**src/rtl/wdt_supervisor.sv**
```systemverilog
// wdt_supervisor: collects per-client heartbeats, kicks an external watchdog
// once every client has checked in and the minimum window has elapsed, and
// escalates repeated watchdog timeouts into a held system reset.
// Optional build macro: WDT_SUPERVISOR_STATUS_EN exposes the missing-client
// mask and the strike counter on the status ports; without it they read 0.
module wdt_supervisor #(
  parameter int NCLIENT  = 4,
  parameter int WIN_OPEN = 10,
  parameter int STRIKES  = 2,
  parameter int HOLD     = 8
) (
  input  logic               clk,
  input  logic               reset_n,
  input  logic [NCLIENT-1:0] checkin,
  input  logic               wd_timeout,
  output logic               wd_kick,
  output logic               wd_reset_n,
  output logic               alert,
  output logic               sys_rst,
  output logic [NCLIENT-1:0] missing,
  output logic [2:0]         strike_cnt
);

  // Window counter only needs to reach WIN_OPEN, where it saturates.
  localparam int WIN_W = (WIN_OPEN < 1) ? 1 : $clog2(WIN_OPEN + 1);
  localparam logic [WIN_W-1:0]   WIN_MAX    = WIN_W'(WIN_OPEN);
  localparam logic [7:0]         HOLD_LAST  = 8'(HOLD - 1);
  localparam logic [2:0]         STRIKE_LIM = 3'(STRIKES);
  localparam logic [NCLIENT-1:0] ALL_IN     = '1;

  typedef enum logic [2:0] {
    ST_COLLECT  = 3'd0,
    ST_WAIT_WIN = 3'd1,
    ST_KICK     = 3'd2,
    ST_ALERT    = 3'd3,
    ST_HOLD_RST = 3'd4
  } state_t;

  state_t             state_reg, state_next;
  logic [NCLIENT-1:0] mask_reg, mask_next;
  logic [NCLIENT-1:0] mask_merged;
  logic [WIN_W-1:0]   win_reg, win_next;
  logic [2:0]         strike_reg, strike_next;
  logic [7:0]         hold_reg, hold_next;
  logic               alert_reg, alert_next;
  logic               take_timeout;

  logic               wd_kick_reg;
  logic               wd_reset_n_reg;
  logic               sys_rst_reg;

  // Pending mask including this cycle's heartbeats, one sticky bit per client.
  for (genvar gi = 0; gi < NCLIENT; gi++) begin : g_client
    assign mask_merged[gi] = mask_reg[gi] | checkin[gi];
  end

  // Next-state logic; a watchdog timeout in the active states overrides all.
  always_comb begin
    state_next   = state_reg;
    mask_next    = mask_reg;
    win_next     = (win_reg >= WIN_MAX) ? WIN_MAX : win_reg + 1'b1;
    strike_next  = strike_reg;
    hold_next    = hold_reg;
    alert_next   = alert_reg;
    take_timeout = 1'b0;

    case (state_reg)
      ST_COLLECT: begin
        mask_next = mask_merged;
        if (wd_timeout) begin
          take_timeout = 1'b1;
        end else if (mask_merged == ALL_IN) begin
          state_next = ST_WAIT_WIN;
        end
      end
      ST_WAIT_WIN: begin
        mask_next = mask_merged;
        if (wd_timeout) begin
          take_timeout = 1'b1;
        end else if (win_reg >= WIN_MAX) begin
          state_next = ST_KICK;
        end
      end
      ST_KICK: begin
        // Heartbeats seen during the kick cycle seed the next round.
        win_next  = '0;
        mask_next = checkin;
        if (wd_timeout) begin
          take_timeout = 1'b1;
        end else begin
          state_next = ST_COLLECT;
        end
      end
      ST_ALERT: begin
        mask_next  = '0;
        win_next   = '0;
        hold_next  = '0;
        state_next = (strike_reg == STRIKE_LIM) ? ST_HOLD_RST : ST_COLLECT;
      end
      ST_HOLD_RST: begin
        if (hold_reg == HOLD_LAST) begin
          strike_next = '0;
          state_next  = ST_COLLECT;
        end else begin
          hold_next = hold_reg + 8'd1;
        end
      end
      default: begin
        state_next = ST_COLLECT;
        mask_next  = '0;
      end
    endcase

    if (take_timeout) begin
      state_next  = ST_ALERT;
      strike_next = strike_reg + 3'd1;
      alert_next  = 1'b1;
    end
  end

  // Core state registers with synchronous active-low reset.
  always_ff @(posedge clk) begin
    if (!reset_n) begin
      state_reg  <= ST_COLLECT;
      mask_reg   <= '0;
      win_reg    <= '0;
      strike_reg <= '0;
      hold_reg   <= '0;
      alert_reg  <= 1'b0;
    end else begin
      state_reg  <= state_next;
      mask_reg   <= mask_next;
      win_reg    <= win_next;
      strike_reg <= strike_next;
      hold_reg   <= hold_next;
      alert_reg  <= alert_next;
    end
  end

  // Registered control outputs, decoded from the state being entered so
  // they line up with the state register.
  always_ff @(posedge clk) begin
    if (!reset_n) begin
      wd_kick_reg    <= 1'b0;
      wd_reset_n_reg <= 1'b0;
      sys_rst_reg    <= 1'b0;
    end else begin
      wd_kick_reg    <= (state_next == ST_KICK);
      wd_reset_n_reg <= !((state_next == ST_ALERT) || (state_next == ST_HOLD_RST));
      sys_rst_reg    <= (state_next == ST_HOLD_RST);
    end
  end

  assign wd_kick    = wd_kick_reg;
  assign wd_reset_n = wd_reset_n_reg;
  assign sys_rst    = sys_rst_reg;
  assign alert      = alert_reg;

`ifdef WDT_SUPERVISOR_STATUS_EN
  logic [NCLIENT-1:0] missing_reg;

  // Snapshot of the clients that had not checked in when the timeout hit.
  always_ff @(posedge clk) begin
    if (!reset_n) begin
      missing_reg <= '0;
    end else if (take_timeout) begin
      missing_reg <= ~mask_reg;
    end
  end

  assign missing    = missing_reg;
  assign strike_cnt = strike_reg;
`else
  assign missing    = '0;
  assign strike_cnt = 3'd0;
`endif

endmodule

```
**config.mk**
```make
export PLATFORM = sky130hd
export DESIGN_NAME = wdt_supervisor
export DESIGN_NICKNAME = d
export VERILOG_FILES = /design/src/rtl/wdt_supervisor.sv
export SDC_FILE = /design/constraint.sdc
export NUM_CORES = 1
export LEC_CHECK = 0
export ABC_AREA = 1
export BUFFER_PORTS_ARGS = -buffer_cell sky130_fd_sc_hd__buf_2
export CELL_PAD_IN_SITES_DETAIL_PLACEMENT = 1
export CELL_PAD_IN_SITES_GLOBAL_PLACEMENT = 2
export CORE_MARGIN = 8
export CORE_UTILIZATION = 34
export CTS_CLUSTER_SIZE = 14
export DETAILED_ROUTE_END_ITERATION = 10
export PLACE_DENSITY_LB_ADDON = 0.1
export SETUP_SLACK_MARGIN = 0.05
export SYNTH_ARGS = -nofsm -noshare
export SYNTH_HDL_FRONTEND = slang
export SYNTH_SLANG_ARGS = --single-unit
```
**constraint.sdc**
```tcl
create_clock -name clk -period 3.4 [get_ports clk]
set_clock_uncertainty 0.1 [all_clocks]
set_input_delay 0.68 -clock clk [delete_from_list [all_inputs] [get_ports clk]]
set_output_delay 0.68 -clock clk [all_outputs]
set_load 0.01 [all_outputs]
```
==> reports/metrics.yaml <==
setup_path:
  arrival_ns: 1.89
  regToRegSetupSlack_ns: 1.62
  path_class: "flop to flop"
  crit_path_end_kind: "flop"
  ff2ff_path_depth: 7
  worstPathMaxFanout: 12
  timing.rr.end: "hold_reg[1]$_SDFFE_PN0P_"
  required_ns: 3.51
  cp-endpoint: "hold_reg[1]$_SDFFE_PN0P_"
  worstSetupStartpoint: "hold_reg[0]$_SDFFE_PN0P_"
  regToRegStartpoint: "hold_reg[0]$_SDFFE_PN0P_"
  startpoint_type: "flop"
worst_hold_path:
  hold_path.class: "flop to flop"
timing:
  tns_ns: 0
  max_freq_mhz: 561
  slew_viol_final: 0
  timing.final.crit_share_pct: 52.4
  slew_headroom_pct: 64.2
  setup_viol: 0
  hold_viol: 0
  rsz0062_at_grt: "false"
  worst_pin_slew_ns: 0.537
  setup_slack_ns: 1.62
  whs_ns: 0.365
  period_needed_ns: 1.78
floorplan:
  start_util_pct: 34.7
  die_w_um: 79.4
  io_pins: 18
  rows: 23
  core-area_um2: 3940
  die_y_um: 79.4
  dieArea_um2: 6310
routing:
  drc: 0
  drt-initial-drc-count: 30
  route.vias.total: 1189
  viasPerCell: 4.70
  wire_per_inst_um: 12.3
  drt_wl_total_um: 3120
  final_antenna_net_count: 0
  dr.pass1.iters: 2
placed_design:
  io_buffers: 10
  gp_congestion: 0.696
  dpl.cell_count: 249
  hpwl_um: 2550
  place_ws_ns: 1.36
yosys:
  ys_types: 28
  synth-edff-count: 0
  ys_seq_area_share_pct: 38.1
  syn_area_per_cell_um2: 7.12
  synth-seq-cells: 26
  syn_area_um2: 1370
  async_reset_ff_share_pct: 0
  synth_top_flop_cell: "dfxtp_1"
  synth_cells: 192
  yosys_warnings: 0
cells_and_area:
  drive_gt1_share_pct: 11.8
  area_growth_pct: 8.97
  largest_reg_flops: 8
  stdcell_count: 253
  n_antenna_cell: 0
  layout.nets: 216
clock_tree:
  clk_latency_ns: 0.26
  cts_resized: 0
  root_buffer: "clkbuf_8"
  cts_tree: "yes"
  cts_max_path_buffers: 2
  clock_sinks: 26
  postCtsHoldBufs: 0
  clk_pin_slew_ns: 0.09
  cts.htree.levels: 1
  cts_inserted_buffers: 3
  post-cts-setup-buffer-count: 0
grt:
  grt_max_degree: 18
  grt_overflow: 0
  grt_pass1_vias: 1227
  antenna_found_initial: 0
  grt_pass1_wl_um: 5480
  grt.total_usage_pct: 10.6
power:
  vdd_ir_drop_max_mv: 0.164
  leakagePower_nw: 0.658
  powerDensity_nw_per_um2: 398
flow_run:
  drv_cap: 0
run_status:
  status: "complete, no violations"
## through the flow
stage	cell area [um2]	power (mW)	utilization [%]
final	1490	0.593	37.8
after global routing	1490	0.629	37.8
after CTS	1490	0.606	37.8
after detailed placement	1440	0.404	36.4
after global placement	1440	0.400	36.4
after floorplan	1390	0.387	-
## worst max-delay path: stages (launching register included)
cell	delay (ns)
dfxtp_1	0.39
ha_1	0.24
nand3_1	0.13
o21ai_2	0.48
nand2_1	0.13
inv_1	0.10
nor2_1	0.05
nor2_1	0.09
## cell usage after synthesis, drive strengths merged, types with 2 or more instances
cell type,number,area (um2)
nand3b,2,15.0
nand2,34,130
nor3,3,20.0
clkinv,2,7.51
nand4,2,12.5
dfxtp,26,521
inv,26,100
buf,8,63.8
o21ai,4,23.8
nand3,24,143
or2,3,18.8
a211oi,3,22.5
ha,5,62.6
nor2,25,93.8
a21oi,19,95.1
## logic make-up after synthesis
kind of cell    count (synthesis)  synth area share [%]
buf+inv                        37                  12.8
compound gates                 28                  11.4
simple gates                   94                  32.2
other cells                     1                 0.274
fa+ha+maj                       5                  4.57
xor+xnor                        1                 0.641
flops                          26                  38.1
## cell usage in the layout (no fill, tap or decap), drive strengths merged
| master | count |
|---|---|
| nor3 | 3 |
| nand3b | 2 |
| dfxtp | 26 |
| a21oi | 19 |
| clkbuf | 4 |
| o211ai | 1 |
| nand3 | 24 |
| or2 | 3 |
| a211oi | 3 |
| clkinv | 2 |
| nor3b | 1 |
| nand4 | 2 |
| xnor2 | 1 |
| conb | 7 |
| ha | 5 |
| o21ai | 4 |
| inv | 26 |
| o21bai | 1 |
| nand2 | 34 |
| buf | 10 |
| nor2 | 25 |
## power breakdown
group / switching [mW] / internal, mW
combinational: 0.0435 / 0.0235
sequential: 0.00997 / 0.319
clock: 0.0944 / 0.103
## how the worst min path moves through the flow
stage | start | to | cells past startpoint | slack, ns
2_1_floorplan | win_reg[0]$_SDFF_PP0_ | win_reg[0]$_SDFF_PP0_ | 1 | 0.33
3_3_place_gp | alert$_SDFFE_PN0P_ | alert$_SDFFE_PN0P_ | 2 | 0.34
3_5_place_dp | alert$_SDFFE_PN0P_ | alert$_SDFFE_PN0P_ | 2 | 0.35
4_1_cts | alert$_SDFFE_PN0P_ | alert$_SDFFE_PN0P_ | 2 | 0.36
5_1_grt | alert$_SDFFE_PN0P_ | alert$_SDFFE_PN0P_ | 2 | 0.38
6_report | alert$_SDFFE_PN0P_ | alert$_SDFFE_PN0P_ | 2 | 0.37
## final cells by class
| cell class | instances | area (um2) |
|---|---|---|
| Fill cell | 517 | 2450 |
| Inverter | 28 | 108 |
| Timing Repair Buffer | 10 | 50.0 |
| Multi-Input combinational cell | 135 | 694 |
| Tap cell | 50 | 62.6 |
| Clock buffer | 4 | 55.1 |
| Sequential cell | 26 | 520 |
## per-layer routing
| layer | vias up | wire [um] | global-route usage, % |
|---|---|---|---|
| met2 | 6 | 1590 | 18.8 |
| met3 | 2 | 46 | 2.03 |
| met1 | 555 | 1480 | 12.5 |
| met4 | 0 | 17 | 2.78 |
| met5 | - | 0 | 0 |
| li1 | 626 | - | - |
Power figures use the tool's default switching activity.
